File: src/rtl/compmux_pkg.sv
// compmux_pkg: shared state encoding and default sizing for the comparator mux scanner.
package compmux_pkg;

    localparam int N_CH_DEF    = 16;
    localparam int DWELL_W_DEF = 8;
    localparam int BLANK_DEF   = 2;
    localparam int CNT_W_DEF   = 16;

    typedef enum logic [1:0] {
        IDLE   = 2'd0,
        SETTLE = 2'd1,
        DWELL  = 2'd2
    } state_t;

endpackage

File: src/rtl/compmux_sync.sv
// compmux_sync: two-flop synchroniser for one asynchronous comparator bit.
module compmux_sync (
    input  logic clk,
    input  logic rst,
    input  logic d,
    output logic q
);

    logic sync_p0;
    logic sync_p1;

    // Metastability guard: first flop may go metastable, second presents a clean level.
    always_ff @(posedge clk) begin
        if (rst) begin
            sync_p0 <= 1'b0;
            sync_p1 <= 1'b0;
        end else begin
            sync_p0 <= d;
            sync_p1 <= sync_p0;
        end
    end

    assign q = sync_p1;

endmodule

File: src/rtl/compmux_scan.sv
// compmux_scan: routes one of N_CH asynchronous comparator bits through a synchroniser,
// either on a static select or by round-robin scanning, blanking the output for BLANK
// cycles after every select change.
// Optional build macro COMPMUX_ONES_COUNT_EN adds a per-dwell ones counter
// (ones_cnt / ones_last ports).
module compmux_scan
    import compmux_pkg::*;
#(
    parameter int N_CH    = N_CH_DEF,
    parameter int SEL_W   = $clog2(N_CH),
    parameter int DWELL_W = DWELL_W_DEF,
    parameter int BLANK   = BLANK_DEF,
    parameter int CNT_W   = CNT_W_DEF
) (
    input  logic               clk,
    input  logic               rst,
    input  logic [N_CH-1:0]    adc_comp_in,
    input  logic               enable,
    input  logic               mode,
    input  logic [SEL_W-1:0]   mux_sel,
    input  logic [DWELL_W-1:0] dwell,
    output logic               comp_out,
    output logic               comp_valid,
    output logic [SEL_W-1:0]   cur_sel,
    output logic               scan_wrap
`ifdef COMPMUX_ONES_COUNT_EN
    ,
    output logic [CNT_W-1:0]   ones_cnt,
    output logic [CNT_W-1:0]   ones_last
`endif
);

    localparam int               BLK_W      = $clog2(BLANK);
    localparam logic [SEL_W-1:0] LAST_SEL   = SEL_W'(N_CH - 1);
    localparam logic [BLK_W-1:0] BLANK_LAST = BLK_W'(BLANK - 1);

    if (N_CH < 2 || N_CH > 64 || BLANK < 2 || CNT_W < 1) begin : g_param_check
        $error("compmux_scan: parameter out of range");
    end

    // Out-of-range static selects map onto the highest real channel.
    function automatic logic [SEL_W-1:0] clamp_sel(input logic [SEL_W-1:0] s);
        if (int'(s) > N_CH - 1) begin
            return LAST_SEL;
        end
        return s;
    endfunction

    state_t             state;
    logic               mode_q;
    logic [BLK_W-1:0]   blank_cnt;
    logic [DWELL_W-1:0] dwell_cnt;
    logic [DWELL_W-1:0] dwell_len;

    logic [SEL_W-1:0]   load_sel;
    logic [SEL_W-1:0]   scan_sel;
    logic [SEL_W-1:0]   sel_nxt;
    logic               mode_chg;
    logic               dwell_done;
    logic               go_settle;
    logic               leave_dwell;
    logic               wrap_nxt;
    logic               sel_bit;

    // Select-change decision: which channel comes next and whether a new blanking window starts.
    always_comb begin
        load_sel    = mode ? '0 : clamp_sel(mux_sel);
        scan_sel    = (cur_sel == LAST_SEL) ? '0 : cur_sel + SEL_W'(1);
        mode_chg    = (state != IDLE) && (mode != mode_q);
        dwell_done  = (dwell_cnt == dwell_len);
        go_settle   = 1'b0;
        sel_nxt     = cur_sel;
        wrap_nxt    = 1'b0;
        if (enable) begin
            if (state == IDLE || mode_chg) begin
                go_settle = 1'b1;
                sel_nxt   = load_sel;
            end else if (state == DWELL) begin
                if (!mode && load_sel != cur_sel) begin
                    go_settle = 1'b1;
                    sel_nxt   = load_sel;
                end else if (mode && dwell_done) begin
                    go_settle = 1'b1;
                    sel_nxt   = scan_sel;
                    // Only a scan step from the last channel counts as a wrap.
                    wrap_nxt  = (cur_sel == LAST_SEL);
                end
            end
        end
        leave_dwell = (state == DWELL) && (!enable || go_settle);
    end

    // Control FSM: IDLE -> SETTLE (BLANK cycles) -> DWELL, with registered outputs.
    always_ff @(posedge clk) begin
        if (rst) begin
            state      <= IDLE;
            cur_sel    <= '0;
            comp_valid <= 1'b0;
            scan_wrap  <= 1'b0;
            mode_q     <= 1'b0;
            blank_cnt  <= '0;
            dwell_cnt  <= '0;
            dwell_len  <= '0;
        end else begin
            mode_q    <= mode;
            cur_sel   <= sel_nxt;
            scan_wrap <= wrap_nxt;
            if (!enable) begin
                state      <= IDLE;
                comp_valid <= 1'b0;
                blank_cnt  <= '0;
                dwell_cnt  <= '0;
            end else if (go_settle) begin
                state      <= SETTLE;
                comp_valid <= 1'b0;
                blank_cnt  <= '0;
                dwell_cnt  <= '0;
            end else if (state == SETTLE && blank_cnt == BLANK_LAST) begin
                state      <= DWELL;
                comp_valid <= 1'b1;
                dwell_cnt  <= '0;
                // Dwell length is frozen for the whole dwell.
                dwell_len  <= dwell;
            end else if (state == SETTLE) begin
                blank_cnt  <= blank_cnt + BLK_W'(1);
            end else if (state == DWELL && mode) begin
                dwell_cnt  <= dwell_cnt + DWELL_W'(1);
            end
        end
    end

    assign sel_bit = adc_comp_in[cur_sel];

    compmux_sync u_sync (
        .clk (clk),
        .rst (rst),
        .d   (sel_bit),
        .q   (comp_out)
    );

`ifdef COMPMUX_ONES_COUNT_EN
    function automatic logic [CNT_W-1:0] sat_inc(input logic [CNT_W-1:0] c, input logic inc);
        if (inc && c != '1) begin
            return c + CNT_W'(1);
        end
        return c;
    endfunction

    logic [CNT_W-1:0] ones_nxt;
    assign ones_nxt = sat_inc(ones_cnt, comp_valid & comp_out);

    // Ones tally per dwell; the count including the final dwell cycle is latched on exit.
    always_ff @(posedge clk) begin
        if (rst) begin
            ones_cnt  <= '0;
            ones_last <= '0;
        end else begin
            if (go_settle) begin
                ones_cnt <= '0;
            end else begin
                ones_cnt <= ones_nxt;
            end
            if (leave_dwell) begin
                ones_last <= ones_nxt;
            end
        end
    end
`endif

endmodule

File: config.mk
export PLATFORM = sky130hd
export DESIGN_NAME = compmux_scan
export DESIGN_NICKNAME = d
export VERILOG_FILES = /design/src/rtl/compmux_pkg.sv /design/src/rtl/compmux_sync.sv /design/src/rtl/compmux_scan.sv
export SDC_FILE = /design/constraint.sdc
export NUM_CORES = 1
export LEC_CHECK = 0
export BUFFER_PORTS_ARGS = -buffer_cell sky130_fd_sc_hd__buf_2
export CORE_UTILIZATION = 25
export DETAILED_ROUTE_END_ITERATION = 8
export GPL_TIMING_DRIVEN = 0
export HOLD_SLACK_MARGIN = 0.02
export PLACE_DENSITY_LB_ADDON = 0.3
export SKIP_LAST_GASP = 1
export SLEW_MARGIN = 20
export SYNTH_ARGS = -nofsm -noshare
export SYNTH_HDL_FRONTEND = slang
export SYNTH_SLANG_ARGS = --single-unit
File: constraint.sdc
create_clock -name clk -period 1.9 [get_ports clk]
set_input_delay 0.285 -clock clk [delete_from_list [all_inputs] [get_ports clk]]
set_output_delay 0.285 -clock clk [all_outputs]
set_load 0.005 [all_outputs]
==> out/qor.yml, run 1 <==
status: "complete, no violations"
fp-row-count: 29
reg2reg_slack_ns: 0.07
reg2reg_depth: 7
cts-hold-fix-buffers: 0
r2r-end: "cur_sel[3]"
wl_per_cell_um: 13.0
die_w_um: 82.7
drv_slew: 0
numCtsBuffers: 3
arrival_ns: 2.03
synth_ff_type: "dfxtp_1"
nFillCells: 695
clk_latency_ns: 0.28
start_util: 0.258
ys_ff_latch: 27
postLayoutCoreUtil: 0.329
p_comb_frac: 0.197
synth-edff-count: 0
p_leak_nw: 0.795
p_clk_frac: 0.299
vias: 1433
worst_setup_path_end_kind: "flip-flop"
p_per_area_nw_per_um2: 562
maxCapViolations: 0
grt_pass1_wl_um: 6140
hold_viol: 0
fin_crit_ns: 1.83
root_buffer: "clkbuf_8"
drive_gt1_frac: 0.365
io_buffers: 37
multi_input_area_um2: 1040
postRouteAntennaNets: 0
die_y_um: 82.7
ys_seq_area_frac: 0.332
crit_type: "flip-flop to flip-flop"
worst_slack_ns: 0.0675
worstHoldEndpoint: "u_sync.q"
gp_congestion: 0.774
final_nets: 257
dpl_cell_area_um2: 1910
syn2layout_area_growth_pct: 27.4
p_int_w: 0.000844
tritoncts: "done"
h-tree-depth: 1
synthArstFlopShare: 0
hpwl_um: 2880
cp_max_fo: 8
p_seq_frac: 0.504
cp_slowest_stage_delay_ns: 0.42
swShare: 0.276
design_area_um2: 2070
grt_pass1_vias: 1343
drtPass1Iterations: 4
finalSetupViolations: 0
die-area_um2: 6840
seq_area_um2: 554
worstReg2RegStart: "cur_sel[3]"
clkSinkCount: 27
worstPathRequired_ns: 2.10
synth_cell_type_count: 44
clockBufferDepth: 2
min_from: "rst"
worstPathCellList: "xor2_1 > nor4_4 > a21o_1 > buf_6 > buf_4 > a211o_1 > o211ai_1"
finalCritPeriodShare: 0.964
antenna_cells: 0
syn_inst: 176
grt_max_degree: 17
ios: 39
slew_headroom: 0.568
first_iter_violations: 96
crit_slowest_cell: "dfxtp_2"
path_buf_inv: 2
holdPathStages: 2
max_freq_mhz: 546
pre_cts_slack_ns: -0.0541
ir_drop_v: 0.000241
switchingPower_w: 0.000322
antenna_found_initial: 0
overflow: 0
core_area_um2: 6310
wirelength_um: 3900
track_usage: 0.118
cp_top_family: "compound AO/OA/AOI/OAI gates"
fin_skew_ns: 0.00502
synthesis.area_um2: 1630
avgSynthCellArea_um2: 9.25
drt-vias-per-instance: 4.79
tightest_slew_ns: 0.648
hp-class: "primary input to flip-flop"
yosys_warnings: 0
clk_pin_slew_ns: 0.10
synthesis.nets: 210
crit_path_start_kind: "flip-flop"
drcViolationCount: 0
==> metal layers <==
metal	GRT usage	vias to the layer above	part of all wire
met1	0.152	662	0.46
met3	0.0209	7	0.032
met2	0.195	29	0.48
li1	-	735	-
met4	0.0414	0	0.019
met5	0	-	0
==> area by class of cell <==
cell class,count,area share
buffer,12,0.0428
clock buffer,3,0.0199
clock inverter,1,0.00362
inverter,6,0.0109
multi-input combinational,131,0.502
sequential,27,0.267
tap,77,0.0464
timing repair buffer,42,0.107
==> cells in the mapped netlist (all sizes together) (2+ instances only) <==
master | n | area, um2
nor2 | 7 | 26.3
mux2i | 9 | 90.1
nand2 | 25 | 93.8
nor3 | 4 | 20.0
o21ai | 3 | 15.0
inv | 5 | 18.8
nand3 | 4 | 20.0
buf | 7 | 58.8
mux4 | 5 | 113
a22oi | 2 | 15.0
o31ai | 2 | 15.0
nand4 | 4 | 25.0
or2 | 2 | 12.5
xor2 | 9 | 78.8
nor4 | 12 | 119
o32ai | 2 | 17.5
clkbuf | 5 | 18.8
and3 | 3 | 18.8
o211ai | 2 | 15.0
xnor2 | 11 | 96.3
dfxtp | 27 | 541
ha | 2 | 25.0
a21oi | 7 | 38.8
nor2b | 3 | 18.8
==> cell usage in the layout, fill, tap and decap left out, types with 6 or more instances in the layout <==
cell	netlist	layout
nand2_1	25	25
mux2i_1	9	9
dfxtp_1	27	18
nor2_1	7	7
dfxtp_2	0	8
xnor2_1	11	10
nor4_2	7	7
xor2_1	9	8
buf_2	2	39
a21oi_1	6	6
==> cell families (layout without fill, tap and decap cells) <==
group | Yosys count | in the layout | synth area share
AOI/OAI and AO/OA | 27 | 27 | 0.124
xor gates and xnor gates | 20 | 20 | 0.108
DFF | 27 | 27 | 0.332
and+or+nand+nor | 68 | 68 | 0.235
adders and majority gates | 2 | 2 | 0.0154
muxes | 14 | 14 | 0.125
buffers and inverters | 18 | 64 | 0.0615
==> metrics by stage <==
stage | instances | total power [W] | setup TNS (ns) | hold WS [ns]
after CTS | 294 | 0.00116 | -0.00294 | 0.230
after floorplan | 176 | 0.000733 | 0 | 0.357
after global routing | 299 | 0.00122 | -0.163 | 0.228
after detailed placement | 290 | 0.000802 | -0.328 | 0.431
final | 299 | 0.00117 | 0 | 0.228
after global placement | 290 | 0.000802 | -0.316 | 0.419
==> sequential cells by signal, indices dropped and copies added, names as in the netlist <==
name,cells
cur_sel,4
dwell_cnt,8
state,2
scan_wrap,1
dwell_len,8
mode_q,1
u_sync.sync_p0,1
u_sync.q,1
blank_cnt,1
==> worst max-delay path by stage <==
stage,start,endpoint,slack [ns],cells past startpoint
2_1_floorplan,cur_sel[1],dwell_len[0],0.1,8
3_3_place_gp,mode,dwell_len[5],-0.04,8
3_5_place_dp,mode,dwell_len[7],-0.05,8
4_1_cts,cur_sel[3],dwell_len[7],-0.003,7
5_1_grt,state[1],dwell_len[7],-0.05,7
6_report,cur_sel[3],cur_sel[3],0.07,7
==> power groups by stage <==
stage / Combinational, W / Clock [W] / Sequential, W
after floorplan: 0.000133 / 0 / 0.000600
after global placement: 0.000201 / 0 / 0.000601
after detailed placement: 0.000202 / 0 / 0.000600
after CTS: 0.000208 / 0.000362 / 0.000588
after global routing: 0.000250 / 0.000378 / 0.000590
final: 0.000229 / 0.000349 / 0.000588
==> worst register-to-register path: stages, from the launching register on <==
cell and delay (ns):
dfxtp_2 0.42, xor2_1 0.38, nor4_4 0.10, a21o_1 0.18
buf_6 0.13, buf_4 0.14, a211o_1 0.25, o211ai_1 0.17
==> repair_timing <==
item / 4_1_cts / 5_1_grt
endpoints found under the hold margin: 0 / 0
setup endpoints to repair: 14 / 20
setup buffers: 0 / 5
pin swaps: 1 / 4
gates resized for setup: 3 / 17
(Power assumes the default switching activity.)
==> inputs of run 2 (changes only) <==
--- a/config.mk
+++ b/config.mk
@@ -5,6 +5,7 @@
 export SDC_FILE = /design/constraint.sdc
 export NUM_CORES = 1
 export LEC_CHECK = 0
+export ABC_AREA = 1
 export BUFFER_PORTS_ARGS = -buffer_cell sky130_fd_sc_hd__buf_2
 export CORE_UTILIZATION = 25
 export DETAILED_ROUTE_END_ITERATION = 8
==> run 2 against run 1 <==
The flow now finishes with violations (DRC). Global-route usage increased by 0.88 points. Non-clock buffer count decreased by 8. Maximum frequency rose by 7.2%. Combinational power decreased by 7%. Core utilization down 1.4 points. Hold slack gained 0.021 ns. Register-to-register slack improved by 0.12 ns. Final area decreased by 2.5%. First-iteration DRC count is 49% lower. Synthesized cell count up 51%. Critical path depth down 1. Power is 2.4% lower. Critical endpoint is now dwell_len[6]. Largest cell class unchanged.
==> out/qor.yml, run 2 <==
start_util: 0.263  # was 0.258
hpwl_um: 3330  # was 2880 um
syn2layout_area_growth_pct: 20.0  # was 27.4%
finalCritPeriodShare: 0.900  # was 0.964
track_usage: 0.126  # was 0.118
synth_ff_type: "dfxtp_1"  # unchanged
ys_seq_area_frac: 0.320  # was 0.332
synth_cell_type_count: 25  # was 44
drive_gt1_frac: 0.202  # was 0.365
cp_top_family: "simple AND/OR/NAND/NOR gates"  # was compound AO/OA/AOI/OAI gates
status: "finished with violations"  # was complete, no violations
nFillCells: 716  # was 695
clk_pin_slew_ns: 0.09  # was 0.10 ns
rsz0062_at_grt: "false"
root_buffer: "clkbuf_8"  # unchanged
die_w_um: 84.1  # was 82.7 um
die_y_um: 84.1  # was 82.7 um
path_buf_inv: 1  # was 2
fin_crit_ns: 1.71  # was 1.83 ns
fin_hold_ws_ns: 0.249  # was 0.228 ns
synthesis.area_um2: 1690  # was 1630 um2
final_nets: 342  # was 257
ios: 39  # unchanged
drv_slew: 0  # unchanged
syn_inst: 265  # was 176
clockBufferDepth: 2  # unchanged
synthTopCellsByCount: "64 x nand2_1, 44 x nor2_1, 34 x inv_1"  # was 27 x dfxtp_1, 25 x nand2_1, 11 x xnor2_1
synthesis.nets: 299  # was 210
first_iter_violations: 49  # was 96
core_area_um2: 6420  # was 6310 um2
crit_path_frequent_cell: "nand3_1"
arrival_ns: 1.88  # was 2.03 ns
ys_top_cells_by_area: "dfxtp_1 32%, nand2_1 14%, nor2_1 9.8%"  # was dfxtp_1 33%, mux4_2 6.9%, xnor2_1 5.9%
wl_per_cell_um: 11.1  # was 13.0 um
overflow: 0  # unchanged
ir_drop_v: 0.000259  # was 0.000241 V
seq_area_um2: 542  # was 554 um2
worstPathRequired_ns: 2.07  # was 2.10 ns
crit_type: "flip-flop to flip-flop"  # unchanged
yosysMostFrequentCell: "nand2_1"  # was dfxtp_1
io_buffers: 38  # was 37
p_leak_nw: 0.942  # was 0.795 nW
grt_pass1_vias: 1617  # was 1343
p_per_area_nw_per_um2: 562  # about the same
fin_skew_ns: 0.00616  # was 0.00502 ns
tightest_slew_ns: 0.500  # was 0.648 ns
layout_commonest_cell: "nand2_1"  # was buf_2
crit_slowest_cell: "dfxtp_1"  # was dfxtp_2
hold_viol: 0  # unchanged
antenna_found_initial: 0  # unchanged
worstPathCellList: "nand3_1 > nor2_2 > buf_2 > nand3_1 > nand2_1 > nor2_1"  # was xor2_1 > nor4_4 > a21o_1 > buf_6 > buf_4 > a211o_1 > o211ai_1
setup_tns_ns: 0  # unchanged
yosys_warnings: 0  # unchanged
worst_setup_path_end_kind: "flip-flop"  # unchanged
hp-class: "primary input to flip-flop"  # unchanged
clk_latency_ns: 0.28  # about the same
grt_max_degree: 15  # was 17
h-tree-depth: 1  # unchanged
ys_ff_latch: 27  # unchanged
maxCapViolations: 0  # unchanged
gp_congestion: 0.799  # was 0.774
finalSetupViolations: 0  # unchanged
postRouteAntennaNets: 0  # unchanged
crit_path_start_kind: "flip-flop"  # unchanged
drt-vias-per-instance: 4.50  # was 4.79
numCtsBuffers: 3  # unchanged
yosysTopAreaCell: "dfxtp_1"  # unchanged
tritoncts: "done"  # unchanged
yosysTopAreaCellShare: 0.320  # was 0.332
slew_headroom: 0.667  # was 0.568
multi_input_area_um2: 962  # was 1040 um2
grt_pass1_wl_um: 7180  # was 6140 um
drcViolationCount: 4  # was 0
vias: 1729  # was 1433
cp_max_fo: 10  # was 8
total_power_w: 0.00114  # was 0.00117 W
synth-edff-count: 0  # unchanged
layout_common_cells: "64 x nand2_1, 43 x nor2_1, 40 x buf_2"  # was 39 x buf_2, 25 x nand2_1, 18 x dfxtp_1
clkSinkCount: 27  # unchanged
drtPass1Iterations: 6  # was 4
reg_top3: "dwell_cnt x8, dwell_len x8, cur_sel x4"  # unchanged
fp-row-count: 29  # unchanged
antenna_cells: 0  # unchanged
wirelength_um: 4250  # was 3900 um
avgSynthCellArea_um2: 6.36  # was 9.25 um2
cp_slowest_stage_delay_ns: 0.46  # was 0.42 ns
violations: "DRC"
die-area_um2: 7080  # was 6840 um2
max_freq_mhz: 585  # was 546 MHz
synthArstFlopShare: 0  # unchanged
cts-hold-fix-buffers: 0  # unchanged
run 2: metrics by stage:
| step | instance area (um2) | setup slack [ns] | utilization | cells |
|---|---|---|---|---|
| finish | 2020 | 0.190 | 0.315 | 384 |
| global route | 2020 | 0.0564 | 0.315 | 384 |
| CTS | 2020 | 0.0214 | 0.314 | 384 |
| detailed placement | 1970 | 0.0408 | 0.307 | 380 |
| global placement | 1970 | 0.0591 | 0.307 | 380 |
| floorplan | 1690 | 0.427 | - | 265 |
run 2: final timing paths:
| kind | from | endpoint | slack, ns | depth (start not counted) |
|---|---|---|---|---|
| worst max-delay path | state[0] | dwell_len[6] | 0.19 | 6 |
| worst min-delay path | rst | mode_q | 0.25 | 2 |
| worst max register to register | state[0] | dwell_len[6] | 0.19 | 6 |
| worst min register to register | u_sync.sync_p0 | u_sync.q | 0.41 | 2 |
run 2: metal layers:
layer	GRT usage	wire, um
met5	0	0
met4	0.0611	82
met3	0.0167	107
met2	0.221	2020
met1	0.153	2030
run 2: power breakdown:
group          total, W  switching (W)  internal [W]
sequential     0.000595      0.0000141      0.000581
combinational  0.000212       0.000124     0.0000879
clock          0.000331       0.000180      0.000151
run 2: what timing repair did:
action                                  CTS  global route
gates resized for setup                   0             4
setup buffers                             0             0
endpoints found under the setup margin    0            16
run 2: layout make-up:
class / count / area share
tap: 77 / 0.0476
clock buffer: 4 / 0.0223
timing repair buffer: 38 / 0.0940
sequential: 27 / 0.268
multi-input combinational: 195 / 0.476
inverter: 35 / 0.0649
buffer: 8 / 0.0278
run 2: kinds of logic (layout without fill, tap and decap cells):
logic type | after synthesis | in the layout | share of synthesized area
adders and majority gates | 2 | 2 | 0.0148
AOI/OAI and AO/OA | 30 | 30 | 0.102
buffers and inverters | 43 | 85 | 0.111
DFF | 27 | 27 | 0.320
xor gates and xnor gates | 8 | 8 | 0.0415
and+or+nand+nor | 155 | 155 | 0.410
